## src/rtl/req_sched_pkg.sv

```systemverilog
// -----------------------------------------------------------------------------
// req_sched_pkg
// Shared types and defaults for the round-robin request scheduler family.
//   state_t  : scheduler FSM states
//   DEF_*    : default parameter values
//   rr_pick  : behavioural round-robin pick over up to MAX_CLIENTS requesters,
//              returning {valid, index}; searches from ptr+1 with wrap-around.
// -----------------------------------------------------------------------------
package req_sched_pkg;

   typedef enum logic [1:0] {
      IDLE    = 2'd0,
      REQ     = 2'd1,
      GRANT   = 2'd2,
      RELEASE = 2'd3
   } state_t;

   localparam int DEF_N_CLIENTS   = 4;
   localparam int DEF_HOLD_CYCLES = 2;
   localparam int DEF_TIMEOUT     = 8;
   localparam int MAX_CLIENTS     = 16;

   typedef struct packed {
      logic       valid;
      logic [3:0] index;
   } rr_pick_t;

   // Only the low n bits of req_vec are considered; n must be 2..MAX_CLIENTS.
   function automatic rr_pick_t rr_pick(input logic [MAX_CLIENTS-1:0] req_vec,
                                        input logic [3:0]             ptr,
                                        input int                     n);
      rr_pick_t res;
      int       idx;
      res = '0;
      for (int i = 1; i <= MAX_CLIENTS; i++) begin
         idx = (int'(ptr) + i) % n;
         if (i <= n && !res.valid && req_vec[idx[3:0]]) begin
            res.valid = 1'b1;
            res.index = idx[3:0];
         end
      end
      return res;
   endfunction

endpackage

```

## src/rtl/req_rr_scheduler_rr_pick_comb.sv

```systemverilog
// -----------------------------------------------------------------------------
// rr_pick_comb
// Combinational round-robin selector: rotates the request vector so the
// client after ptr sits at bit 0, priority-encodes the lowest set bit, then
// un-rotates the result back to a client index.
// Ports:
//   req_vec : N request bits
//   ptr     : last winner; search starts at ptr+1 (mod N)
//   valid   : at least one request is set
//   index   : chosen client (meaningful only when valid)
// -----------------------------------------------------------------------------
module rr_pick_comb
   import req_sched_pkg::*;
#(
   parameter int N = DEF_N_CLIENTS,
   parameter int W = $clog2(N)
)(
   input  logic [N-1:0] req_vec,
   input  logic [W-1:0] ptr,
   output logic         valid,
   output logic [W-1:0] index
);

   logic [W-1:0]   start;
   logic [2*N-1:0] dbl;
   logic [N-1:0]   rot;
   logic [W-1:0]   offset;
   logic [W:0]     sum;

   // NOTE: every signal driven here gets a value before any conditional
   // update, so no path leaves it unassigned and no latch is inferred.
   always_comb begin
      start  = (ptr == W'(N-1)) ? '0 : ptr + 1'b1;
      // Doubling the vector turns the rotate into a plain right shift.
      dbl    = {req_vec, req_vec} >> start;
      rot    = dbl[N-1:0];
      valid  = |rot;
      offset = '0;
      for (int i = N-1; i >= 0; i--) begin
         if (rot[i]) offset = W'(i);
      end
      sum = {1'b0, start} + {1'b0, offset};
      if (sum >= (W+1)'(N)) index = W'(sum - (W+1)'(N));
      else                  index = sum[W-1:0];
   end

endmodule

```

## src/rtl/req_rr_scheduler.sv

```systemverilog
// -----------------------------------------------------------------------------
// req_rr_scheduler
// Round-robin arbiter in front of a request/grant stage. A winning client's
// request is forwarded as `req`; when the stage echoes `gnt`, the client sees
// a one-hot grant for HOLD_CYCLES cycles. Missing or stuck `gnt` answers are
// reported with a one-cycle timeout_err pulse.
// Ports:
//   clk         : clock, rising edge
//   reset       : asynchronous, active-high
//   client_req  : per-client request levels
//   client_gnt  : one-hot grant to the winner (registered)
//   client_id   : current / last winner index (registered)
//   req         : request to the grant stage (registered)
//   gnt         : grant from the grant stage, nominally req delayed one cycle
//   busy        : scheduler not idle (registered)
//   timeout_err : one-cycle pulse on a grant-stage timeout (registered)
// -----------------------------------------------------------------------------
module req_rr_scheduler
   import req_sched_pkg::*;
#(
   parameter int N_CLIENTS   = DEF_N_CLIENTS,
   parameter int HOLD_CYCLES = DEF_HOLD_CYCLES,
   parameter int TIMEOUT     = DEF_TIMEOUT
)(
   input  logic                         clk,
   input  logic                         reset,
   input  logic [N_CLIENTS-1:0]         client_req,
   output logic [N_CLIENTS-1:0]         client_gnt,
   output logic [$clog2(N_CLIENTS)-1:0] client_id,
   output logic                         req,
   input  logic                         gnt,
   output logic                         busy,
   output logic                         timeout_err
);

   localparam int IDW     = $clog2(N_CLIENTS);
   // The counter also times the hold window, so size it for the larger need.
   localparam int CNT_MAX = (TIMEOUT > HOLD_CYCLES) ? TIMEOUT : HOLD_CYCLES;
   localparam int CW      = $clog2(CNT_MAX + 1);

   localparam logic [CW-1:0]  TO_LAST   = CW'(TIMEOUT - 1);
   localparam logic [CW-1:0]  HOLD_LAST = CW'(HOLD_CYCLES - 1);
   localparam logic [CW-1:0]  CNT_SAT   = CW'(CNT_MAX);
   localparam logic [IDW-1:0] PTR_INIT  = IDW'(N_CLIENTS - 1);

   state_t               state, state_nx;
   logic [CW-1:0]        cnt, cnt_nx, cnt_inc;
   logic [IDW-1:0]       ptr, ptr_nx, client_id_nx;
   logic [N_CLIENTS-1:0] client_gnt_nx;
   logic                 req_nx, busy_nx, timeout_err_nx;
   logic                 granted, granted_nx;
   logic                 pick_valid;
   logic [IDW-1:0]       pick_idx;
   logic                 win_req;

   rr_pick_comb #(
      .N (N_CLIENTS),
      .W (IDW)
   ) u_pick (
      .req_vec (client_req),
      .ptr     (ptr),
      .valid   (pick_valid),
      .index   (pick_idx)
   );

   assign win_req = client_req[client_id];
   assign cnt_inc = (cnt == CNT_SAT) ? cnt : cnt + 1'b1;

   always_comb begin
      state_nx       = state;
      cnt_nx         = cnt;
      ptr_nx         = ptr;
      client_id_nx   = client_id;
      client_gnt_nx  = client_gnt;
      req_nx         = req;
      granted_nx     = granted;
      timeout_err_nx = 1'b0;

      unique case (state)
         IDLE: begin
            if (pick_valid) begin
               state_nx     = REQ;
               req_nx       = 1'b1;
               client_id_nx = pick_idx;
               cnt_nx       = '0;
               granted_nx   = 1'b0;
            end
         end

         REQ: begin
            // A withdrawn request wins over a simultaneous gnt.
            if (!win_req) begin
               state_nx = RELEASE;
               req_nx   = 1'b0;
               cnt_nx   = '0;
            end else if (gnt) begin
               state_nx      = GRANT;
               client_gnt_nx = N_CLIENTS'(1) << client_id;
               cnt_nx        = '0;
            end else if (cnt == TO_LAST) begin
               state_nx       = RELEASE;
               req_nx         = 1'b0;
               cnt_nx         = '0;
               timeout_err_nx = 1'b1;
            end else begin
               cnt_nx = cnt_inc;
            end
         end

         GRANT: begin
            if (!win_req || cnt == HOLD_LAST) begin
               state_nx      = RELEASE;
               client_gnt_nx = '0;
               req_nx        = 1'b0;
               cnt_nx        = '0;
               granted_nx    = 1'b1;
            end else begin
               cnt_nx = cnt_inc;
            end
         end

         RELEASE: begin
            if (!gnt) begin
               state_nx = IDLE;
               // Only a served grant moves the pointer; otherwise retry.
               if (granted) ptr_nx = client_id;
            end else if (cnt == TO_LAST) begin
               // Stuck gnt: advance anyway so one client cannot livelock.
               state_nx       = IDLE;
               ptr_nx         = client_id;
               timeout_err_nx = 1'b1;
            end else begin
               cnt_nx = cnt_inc;
            end
         end

         default: begin
            state_nx      = IDLE;
            req_nx        = 1'b0;
            client_gnt_nx = '0;
            cnt_nx        = '0;
         end
      endcase

      busy_nx = (state_nx != IDLE);
   end

   // NOTE: state registers use non-blocking assignments so every flop
   // samples the pre-edge values computed above, independent of block order.
   always_ff @(posedge clk or posedge reset) begin
      if (reset) begin
         state       <= IDLE;
         cnt         <= '0;
         ptr         <= PTR_INIT;
         client_id   <= '0;
         client_gnt  <= '0;
         req         <= 1'b0;
         busy        <= 1'b0;
         timeout_err <= 1'b0;
         granted     <= 1'b0;
      end else begin
         state       <= state_nx;
         cnt         <= cnt_nx;
         ptr         <= ptr_nx;
         client_id   <= client_id_nx;
         client_gnt  <= client_gnt_nx;
         req         <= req_nx;
         busy        <= busy_nx;
         timeout_err <= timeout_err_nx;
         granted     <= granted_nx;
      end
   end

endmodule

```

## config.mk

```make
export PLATFORM = sky130hd
export DESIGN_NAME = req_rr_scheduler
export DESIGN_NICKNAME = d
export VERILOG_FILES = /design/src/rtl/req_sched_pkg.sv /design/src/rtl/req_rr_scheduler_rr_pick_comb.sv /design/src/rtl/req_rr_scheduler.sv
export SDC_FILE = /design/constraint.sdc
export NUM_CORES = 1
export LEC_CHECK = 0
export BUFFER_PORTS_ARGS = -buffer_cell sky130_fd_sc_hd__buf_2
export CAP_MARGIN = 20
export CORE_ASPECT_RATIO = 1.4
export CORE_MARGIN = 2
export CORE_UTILIZATION = 47
export CTS_BUF_LIST = sky130_fd_sc_hd__clkbuf_16
export DETAILED_ROUTE_END_ITERATION = 10
export GPL_ROUTABILITY_DRIVEN = 1
export GPL_TIMING_DRIVEN = 0
export MAX_ROUTING_LAYER = met4
export PLACE_DENSITY = 0.67
export SETUP_SLACK_MARGIN = 0.2
export SLEW_MARGIN = 15
export SYNTH_ARGS = -nofsm -noshare
export SYNTH_HDL_FRONTEND = slang
export SYNTH_HIERARCHICAL = 1
export SYNTH_SLANG_ARGS = --single-unit
```

## constraint.sdc

```tcl
create_clock -name clk -period 5.2 [get_ports clk]
set_input_delay 0.26 -clock clk [delete_from_list [all_inputs] [get_ports clk]]
set_output_delay 0.26 -clock clk [all_outputs]
set_load 0.03 [all_outputs]
```

==> summary.txt, run 1 <==
STA
  – TNS Setup: 0 ps
  – Slew at the pin with the worst max-slew slack: 693 ps
  – Max Slew Vio Count: 0
  – Fin crit share: 0.357
  – Max Clock Skew: 1.28 ps
  – Final setup viols: 0
  – Final hold violations: 0
  – RSZ-0062 raised after global routing: no
  – Slew headroom: 0.538
  – Final Critical Period: about 1900 ps
  – Fmax: about 0.54 GHz
  – Final WS setup: about 3300 ps

Route
  – 1st-iter DRT viols: 34
  – ANT nets after route: 0
  – Final WL: ~2700 microns
  – Drt wl/cell: 15.0 microns
  – Residual DRC: 0
  – Via count: 1,033
  – Initial DRT Pass Iterations: 4
  – Via density: 5.77

Setup path
  – Nature of the critical path endpoint: register
  – Crit path arrival time: between 2000 and 2500 ps
  – Slowest cell on crit path: dfrtp_1
  – Required @ worst endpoint: 5380 ps
  – Crit Path Class: register to register
  – Worst path bufs/invs: 1
  – Crit path max fanout: 8
  – Top Family by Delay on Critical Path: compound AO/OA/AOI/OAI gates
  – CP Launch Type: register
  – Peak per-stage delay on the critical path: 430 ps
  – Crit path cell chain: inv_1 -> ha_1 -> nand2b_1 -> o2bb2ai_1 -> a21oi_4 -> o311ai_1 -> a22o_1

Synthesis
  – Register area share after synthesis: 0.374
  – Synth area leaders: dfrtp_1 (33%), ha_1 (8.3%), nand2_1 (4.6%)
  – Ys Warns: 6
  – Ys async rst share: 1.00
  – Syn nets: 142
  – Post-Synth Adder-Cell Area: 0.0826
  – Simple-Gate Fraction of Synth Area: 0.187
  – Top-area cell type share of the netlist area: 0.330
  – XOR/XNOR share of the synthesized area: 0
  – Synth Instances: 127
  – Avg Cell Area, Syn: 9.55 sq um
  – Largest family of logic cells by synthesized area: compound AO/OA/AOI/OAI gates
  – EDFF count, synth: 0
  – Main synth FF type: dfrtp_1
  – Mapped cell area: 1210 sq um
  – Register bit total from synthesis: 18
  – Largest area contributor in the netlist: dfrtp_1
  – Compound-Gate Fraction of Synth Area: 0.263
  – Cell variety after synth: 43
  – Mux cell area share after synthesis: 0.0557

GRT
  – Grt total ovfl: 0
  – Largest net degree at the start of global routing: 19
  – Global-route wire length before repair: between 4000 and 5000 microns
  – Number of global-route vias before repair: 1,032
  – Number of antenna violations at the first check in global routing: 0
  – GRT Total Usage: 0.218

Placed design
  – Setup WS pre-CTS: between 3000 and 4000 ps
  – Dpl hpwl: roughly 2100 microns
  – Post-DP Area: approximately 1300 sq um
  – Routability Congestion: 0.855
  – PortBufs: 14

Cells and area
  – Nets: 161
  – Most frequent cells in the layout: dfrtp_1 (16), buf_2 (15), nand2_1 (15)
  – Fillers: around 220
  – FF+latch area: 453 sq um
  – Layout cells sized above 1: 0.248
  – P&R area growth vs syn: 15.8%
  – Final Instance Area: 1400 sq um
  – Diode count: 0
  – Commonest non-fill, non-tap cell in the layout: dfrtp_1
  – Area of the multi-input gates: 713 sq um

Status
  – Outcome: completed

Pwr
  – P_leak: 0.624 nW
  – VDD IR max: 0.354 mV
  – Total power: between 0.8 and 0.9 mW
  – Power per cell area: 616 nW/um^2

CTS
  – Clk Latency, worst-skew pair: around 240 ps
  – CTS tree: done
  – CTS H-tree lvls: 1
  – CTS root buf: clkbuf_16
  – Worst-case clock buffer depth: 2
  – Post-cts sizing count: 0
  – Worst-path clk slew: ~50 ps
  – Setup bufs post-CTS: 0
  – Clk sink count: 18
  – CTS Buf Count: 3
  – Hold Buf Count CTS: 0

Min path
  – Worst Hold Class: primary input to async pin

Floorplanning
  – Core area: around 2400 sq um
  – Chip width: 46.9 microns
  – IO Pins: 16
  – Die footprint: 3010 sq um
  – Rows: 21
  – Starting Density: 0.502
  – Die Span Y: 64.1 microns

Run
  – Max-cap violations: 0
[sequential cells by signal, indices dropped and copies added, names as in the netlist]
| name | count |
|---|---|
| cnt | 4 |
| client_id | 2 |
| granted | 1 |
| client_gnt | 4 |
| ptr | 2 |
| state | 2 |
| timeout_err | 1 |
| busy | 1 |
| req | 1 |
[cells in the mapped netlist, drive strengths merged (2+ instances only)]
cell and number:
nand3b 3, buf 2, o2bb2ai 2, nand2b 2, nand3 2, nor3 2
o31ai 7, a21oi 8, nor2 7, mux2 4, nand2 16, a31oi 2
dfrtp 16, nor3b 3, a21boi 3, dfstp 2, inv 8, ha 8
o21ai 10, a22o 3
[report_power, final]
part           switching [mW]  internal (mW)  total [mW]
Sequential             0.0493          0.198       0.247
Combinational           0.288          0.178       0.466
Clock                  0.0494          0.102       0.152
Total                   0.387          0.478       0.864
[per-stage QoR]
stage	instances	hold WS, ps	utilization
CTS	179	140	0.581
global placement	175	396	0.548
detailed placement	175	399	0.548
finish	179	115	0.581
global route	179	192	0.581
floorplan	127	197	-
[routing by layer]
metal  global-route usage  up-vias  part of all wire
met5                    -        -                 0
met4               0.0625        0            0.0071
met3               0.0254        2             0.026
met2                0.389       22              0.59
met1                0.243      507              0.38
li1                     -      502                 -
[final timing paths]
kind,start,to,slack [ps],cells after the start
hold reg to reg,ptr[1],ptr[1],490,2
min in group clk,gnt,timeout_err,400,3
max in group asynchronous,reset,client_id[0],4650,2
setup reg to reg,state[1],cnt[0],3340,7
setup / recovery,state[1],cnt[0],3340,7
hold / removal,reset,cnt[2],120,2
[kinds of logic after synthesis]
| family | Yosys count |
|---|---|
| AO/OA/AOI/OAI | 43 |
| adder cells (fa/ha/maj) | 8 |
| AND/OR/NAND/NOR | 42 |
| buffers and inverters | 11 |
| multiplexers | 5 |
| flip-flops | 18 |
[final cells by class]
| type | instances | area share |
|---|---|---|
| Multi-Input combinational cell | 98 | 0.508 |
| Sequential cell | 18 | 0.323 |
| Clock buffer | 3 | 0.0535 |
| Timing Repair Buffer | 14 | 0.0499 |
| Tap cell | 34 | 0.0303 |
| Inverter | 8 | 0.0214 |
| Buffer | 3 | 0.0116 |
| Clock inverter | 1 | 0.00267 |
No activity file was read; power rests on OpenSTA's default activity.
==> run 2, diff against run 1 <==
--- a/config.mk
+++ b/config.mk
@@ -15,7 +15,7 @@
 export GPL_ROUTABILITY_DRIVEN = 1
 export GPL_TIMING_DRIVEN = 0
 export MAX_ROUTING_LAYER = met4
-export PLACE_DENSITY = 0.67
+export PLACE_DENSITY = 0.7
 export SETUP_SLACK_MARGIN = 0.2
 export SLEW_MARGIN = 15
 export SYNTH_ARGS = -nofsm -noshare
==> constraint.sdc (replaced) <==
create_clock -name clk -period 1.5 [get_ports clk]
set_input_delay 0.075 -clock clk [delete_from_list [all_inputs] [get_ports clk]]
set_output_delay 0.075 -clock clk [all_outputs]
set_load 0.03 [all_outputs]
==> run 2 against run 1 <==
The flow now finishes with violations (negative setup slack); register-to-register slack worse by 3600 ps; die area is the same; sequential power grew to 3.6 times the previous value; combinational power rose to 5.9 times the previous value; worst setup slack got worse by 3600 ps; sequential share of layout area fell by 8.0 points; design area rose by 34%; clock-buffer cell count is the same; highest routed layer unchanged.
==> summary.txt, run 2 (synthesis gave the netlist of run 1 again) <==
Placed design
  – Routability Congestion: 0.799
  – PortBufs: 14
  – Dpl hpwl: 2100 microns

GRT
  – Number of antenna violations at the first check in global routing: 0
  – GRT Total Usage: 0.261
  – GR Layer Usage met1: 0.300
  – Grt peak-use layer: met2
  – M3 GR Usage: 0.0339
  – Grt total ovfl: 0
  – Number of global-route vias before repair: 1,166
  – Largest net degree at the start of global routing: 19
  – GRT met2 Usage: 0.450
  – Global-route wire length before repair: between 5000 and 6000 microns

Cells and area
  – Fillers: 169
  – FF+latch area: 455 sq um
  – Most frequent cells in the layout: buf_4 (16), dfrtp_1 (14), buf_2 (14)
  – P&R area growth vs syn: 54.7%
  – Top flop regs: client_gnt: 4 flops, cnt: 4 flops
  – Nets: about 190
  – Commonest non-fill, non-tap cell in the layout: buf_4
  – Layout cells sized above 1: 0.568
  – Area of the multi-input gates: 958 sq um
  – Diode count: 0

STA
  – RSZ-0062 raised after global routing: yes
  – Fmax: 0.561 GHz
  – Slew at the pin with the worst max-slew slack: approximately 700 ps
  – Final WS setup: -284 ps
  – Final Critical Period: 1780 ps
  – Fin crit share: 1.19
  – Final setup viols: 16
  – Max Clock Skew: 4.30 ps
  – Slew headroom: 0.530
  – TNS Setup: -2770 ps
  – Max Slew Vio Count: 0
  – Final hold violations: 0

Setup path
  – Crit path cell chain: inv_2 -> ha_1 -> or3b_4 -> o2bb2ai_4 -> a21oi_4 -> o311ai_2 -> a22o_1
  – Crit path arrival time: about 1900 ps
  – Required @ worst endpoint: 1630 ps
  – CP startpoint: cnt[1]
  – Top Family by Delay on Critical Path: compound AO/OA/AOI/OAI gates
  – Crit path max fanout: 3
  – Peak per-stage delay on the critical path: ~400 ps
  – FF-to-FF Start: cnt[1]
  – Worst path bufs/invs: 1
  – CP Launch Type: register
  – Slowest cell on crit path: dfrtp_1
  – Nature of the critical path endpoint: register
  – Crit Path Class: register to register

Min path
  – Worst Hold Class: primary input to register
  – Hold_sp: gnt

Floorplanning
  – IO Pins: 16
  – Rows: 21
  – Chip width: ~47 microns
  – Core area: approximately 2400 sq um
  – Die Span Y: 64.1 microns
  – Starting Density: 0.502
  – Die footprint: 3010 sq um

Route
  – Via count: about 1,300
  – Residual DRC: 0
  – Drt wl/cell: 19.0 microns
  – 1st-iter DRT viols: 59
  – Via density: 6.22
  – Final WL: between 3000 and 4000 microns
  – ANT nets after route: 0
  – Initial DRT Pass Iterations: 5

Pwr
  – VDD IR max: 1.21 mV
  – Power per cell area: 2230 nW/um^2
  – P_leak: 0.814 nW
  – Total power: between 4 and 5 mW

CTS
  – Clk sink count: 18
  – Worst-case clock buffer depth: 2
  – Clk Latency, worst-skew pair: 250 ps
  – Worst-path clk slew: 50 ps
  – CTS root buf: clkbuf_16
  – CTS tree: done
  – CTS Buf Count: 3
  – CTS H-tree lvls: 1

Status
  – Outcome: finished with violations
  – Failing checks: negative setup slack

Run
  – Max-cap violations: 0
## run 2: changes by cell type in the layout (fill, tap and decap cells not counted), moves of 4 or more
cell / change
mux2_2: -4
buf_6: +8
inv_1: -4
o31ai_1: -4
buf_4: +15
o21ai_0: -4
nand2_1: -6
nand2_4: +4
ha_1: -5
mux2_4: +4
## run 2: stage by stage
step / instance area [sq um] / worst slack, ps / hold WS (ps) / utilization / std cells
2_1_floorplan: 1240 / -194 / 12.0 / - / 127
3_5_place_dp: 1360 / -328 / 228 / 0.561 / 175
5_1_grt: 1880 / -359 / 248 / 0.776 / 203
4_1_cts: 1680 / -229 / 220 / 0.696 / 195
3_3_place_gp: 1360 / -283 / 204 / 0.561 / 175
6_report: 1880 / -284 / 244 / 0.776 / 203
## run 2: final timing paths
kind / to / slack (ps) / depth (start not counted)
max: cnt[0] / -280 / 7
min: timeout_err / 240 / 3
max reg2reg: cnt[0] / -280 / 7
min reg2reg: ptr[1] / 500 / 2
max in group asynchronous: client_id[0] / 530 / 3
min in group asynchronous: granted / 480 / 3
## run 2: cell type report
cell class	instances	area share
clock buffer	3	0.0400
multi-input combinational	99	0.511
tap	34	0.0227
inverter	8	0.0193
clock inverter	1	0.00200
sequential	18	0.243
buffer	3	0.0173
timing repair buffer	37	0.145
## run 2: repair_timing
item                                    in CTS  in global routing
hold buffers                                 1                  0
pin swaps                                   11                 14
gates cloned                                 1                  0
gates resized for setup                     29                 30
buffers inserted                            14                  8
endpoints found under the setup margin      18                 18
hold endpoints to repair                    16                  0
## run 2: layer usage
metal	vias to the layer above	share of wire
li1	558	-
met1	645	0.39
met2	44	0.54
met3	15	0.032
met4	0	0.035
met5	-	0
## run 2: power breakdown
| group | switching, mW | leakage [nW] | internal, mW |
|---|---|---|---|
| Sequential | 0.208 | 0.226 | 0.691 |
| Combinational | 1.48 | 0.549 | 1.26 |
| Clock | 0.185 | 0.0385 | 0.354 |
## run 2: worst reg2reg max path, stage by stage (launching register included)
cell	delay, ps
dfrtp_1	410
inv_2	70
ha_1	120
or3b_4	400
o2bb2ai_4	150
a21oi_4	190
o311ai_2	110
a22o_1	210
==> run 3, diff against run 2 <==
--- a/config.mk
+++ b/config.mk
@@ -8,7 +8,6 @@
 export BUFFER_PORTS_ARGS = -buffer_cell sky130_fd_sc_hd__buf_2
 export CAP_MARGIN = 20
 export CORE_ASPECT_RATIO = 1.4
-export CORE_MARGIN = 2
 export CORE_UTILIZATION = 47
 export CTS_BUF_LIST = sky130_fd_sc_hd__clkbuf_16
 export DETAILED_ROUTE_END_ITERATION = 10
==> run 3 against run 2 <==
The run still ends with negative setup slack left; sequential share of layout area increased by 2.1 points; global-route usage shrank 1.2 points; register-to-register slack better by 50 ps; largest cell class unchanged; power is 6.7% lower.
==> summary.txt, run 3 (synthesis gave the netlist of run 1 again) <==
CTS
  – CTS root buf: clkbuf_16
  – CTS Buf Count: 3
  – Worst-path clk slew: approximately 50 ps
  – Clk sink count: 18
  – Worst-case clock buffer depth: 2
  – Clk Latency, worst-skew pair: ~250 ps
  – CTS tree: done
  – CTS H-tree lvls: 1

Setup path
  – CP Launch Type: register
  – Worst path bufs/invs: 1
  – Crit path cell chain: inv_2 -> ha_1 -> or3b_4 -> o2bb2ai_2 -> a21oi_4 -> o311ai_1 -> a22o_1
  – Crit Path Class: register to register
  – Nature of the critical path endpoint: register
  – Crit path arrival time: 1870 ps
  – Top Family by Delay on Critical Path: compound AO/OA/AOI/OAI gates
  – Peak per-stage delay on the critical path: roughly 440 ps
  – Crit path max fanout: 4
  – Slowest cell on crit path: dfrtp_2
  – Required @ worst endpoint: about 1600 ps

STA
  – Hold slack: approximately 230 ps
  – Max Slew Vio Count: 0
  – Final setup viols: 15
  – Final WS setup: -235 ps
  – TNS Setup: -2330 ps
  – Slew headroom: 0.516
  – Final hold violations: 0
  – RSZ-0062 raised after global routing: yes
  – Fin crit share: 1.16
  – Slew at the pin with the worst max-slew slack: about 730 ps
  – Max Clock Skew: 2.54 ps
  – Fmax: 0.576 GHz
  – Final Critical Period: between 1500 and 2000 ps

Floorplanning
  – Chip width: 44.9 microns
  – Starting Density: 0.502
  – Die Span Y: 62.1 microns
  – IO Pins: 16
  – Die footprint: 2790 sq um
  – Rows: 21
  – Core area: 2420 sq um

Min path
  – Worst Hold Class: primary input to register

Cells and area
  – Diode count: 0
  – Area of the multi-input gates: 891 sq um
  – Fillers: approximately 190
  – Nets: 180
  – FF+latch area: roughly 460 sq um
  – P&R area growth vs syn: 43.4%
  – Most frequent cells in the layout: buf_4 (17), buf_2 (14), dfrtp_1 (11)
  – Commonest non-fill, non-tap cell in the layout: buf_4
  – Top flop regs: client_gnt: 4 flops, cnt: 4 flops
  – Final Instance Area: approximately 1700 sq um
  – Layout cells sized above 1: 0.537

GRT
  – Global-route wire length before repair: 4770 microns
  – M3 GR Usage: 0.0318
  – GRT Total Usage: 0.250
  – GR Layer Usage met1: 0.251
  – Grt peak-use layer: met2
  – Largest net degree at the start of global routing: 19
  – Number of global-route vias before repair: 1,070
  – Number of antenna violations at the first check in global routing: 0
  – Grt total ovfl: 0
  – GRT met2 Usage: 0.464

Route
  – ANT nets after route: 0
  – Via count: 1,137
  – 1st-iter DRT viols: 27
  – Initial DRT Pass Iterations: 4
  – Drt wl/cell: 17.2 microns
  – Final WL: 3410 microns
  – Residual DRC: 0
  – Via density: 5.74

Pwr
  – Combinational power share: 0.638
  – Internal: 2.18 mW
  – Share of total power in the clock network: 0.139
  – P_leak: about 0.74 nW
  – Sequential power share: 0.224
  – VDD IR max: 1.02 mV
  – Switching share of power: 0.440
  – Power per cell area: 2240 nW/um^2
  – Total power: a little under 4 mW
  – Psw: between 1.5 and 2 mW

Placed design
  – Routability Congestion: 0.826
  – Setup WS pre-CTS: -325 ps
  – Post-DP Area: 1360 sq um
  – Dpl hpwl: 2050 microns
  – PortBufs: 14

Status
  – Failing checks: negative setup slack
  – Outcome: finished with violations

Run
  – Max-cap violations: 0
-- run 3: cell count changes in the layout (fill, tap and decap cells not counted), moves of 2 or more --
cell	before	now
dfrtp_1	14	11
buf_6	8	2
mux2_2	0	3
inv_2	2	4
dfrtp_2	2	5
mux2_4	4	1
-- run 3: stage by stage --
step           instances  utilization
5_1_grt              198        0.719
2_1_floorplan        127            -
3_3_place_gp         175        0.561
6_report             198        0.719
4_1_cts              189        0.661
3_5_place_dp         175        0.561
-- run 3: what timing repair did --
item / 4_1_cts / 5_1_grt
cloned: 1 / 0
hold buffers: 1 / 0
gates resized for setup: 25 / 18
setup buffers: 8 / 9
hold endpoints to repair: 16 / 0
pin swaps: 7 / 5
setup endpoints to repair: 18 / 18
-- run 3: worst reg2reg max path, stage by stage (launching register included) --
cell and delay [ps]:
dfrtp_2 440, inv_2 80, ha_1 140, or3b_4 380, o2bb2ai_2 140, a21oi_4 140, o311ai_1 100, a22o_1 200
-- run 3: path summary, 6_finish.rpt --
path / slack, ps / startpoint / cells past startpoint / end
min reg2reg: 490 / req / 2 / req
min: 230 / gnt / 3 / timeout_err
max in group asynchronous: 500 / reset / 3 / state[1]
max: -240 / cnt[1] / 7 / cnt[0]
max reg2reg: -240 / cnt[1] / 7 / cnt[0]
min in group asynchronous: 500 / reset / 3 / client_gnt[3]
-- run 3: area by class of cell --
cell class                      instances  area share
Buffer                                  3      0.0151
Clock buffer                            3      0.0432
Clock inverter                          1     0.00216
Inverter                                8      0.0173
Multi-Input combinational cell         99       0.512
Sequential cell                        18       0.264
Tap cell                               34      0.0245
Timing Repair Buffer                   32       0.122
-- run 3: power by group through the flow --
| stage | Combinational (mW) | Sequential (mW) | Clock, mW |
|---|---|---|---|
| after CTS | 2.02 | 0.884 | 0.547 |
| after global placement | 1.62 | 0.871 | 0 |
| final | 2.48 | 0.871 | 0.541 |
| after detailed placement | 1.66 | 0.883 | 0 |
| after floorplan | 1.13 | 1.02 | 0 |
| after global routing | 2.64 | 0.888 | 0.562 |
-- run 3: routing by layer --
metal | wire length [microns] | share of wire
met4 | 74 | 0.022
met3 | 71 | 0.021
met2 | 1870 | 0.55
met1 | 1390 | 0.41
met5 | 0 | 0
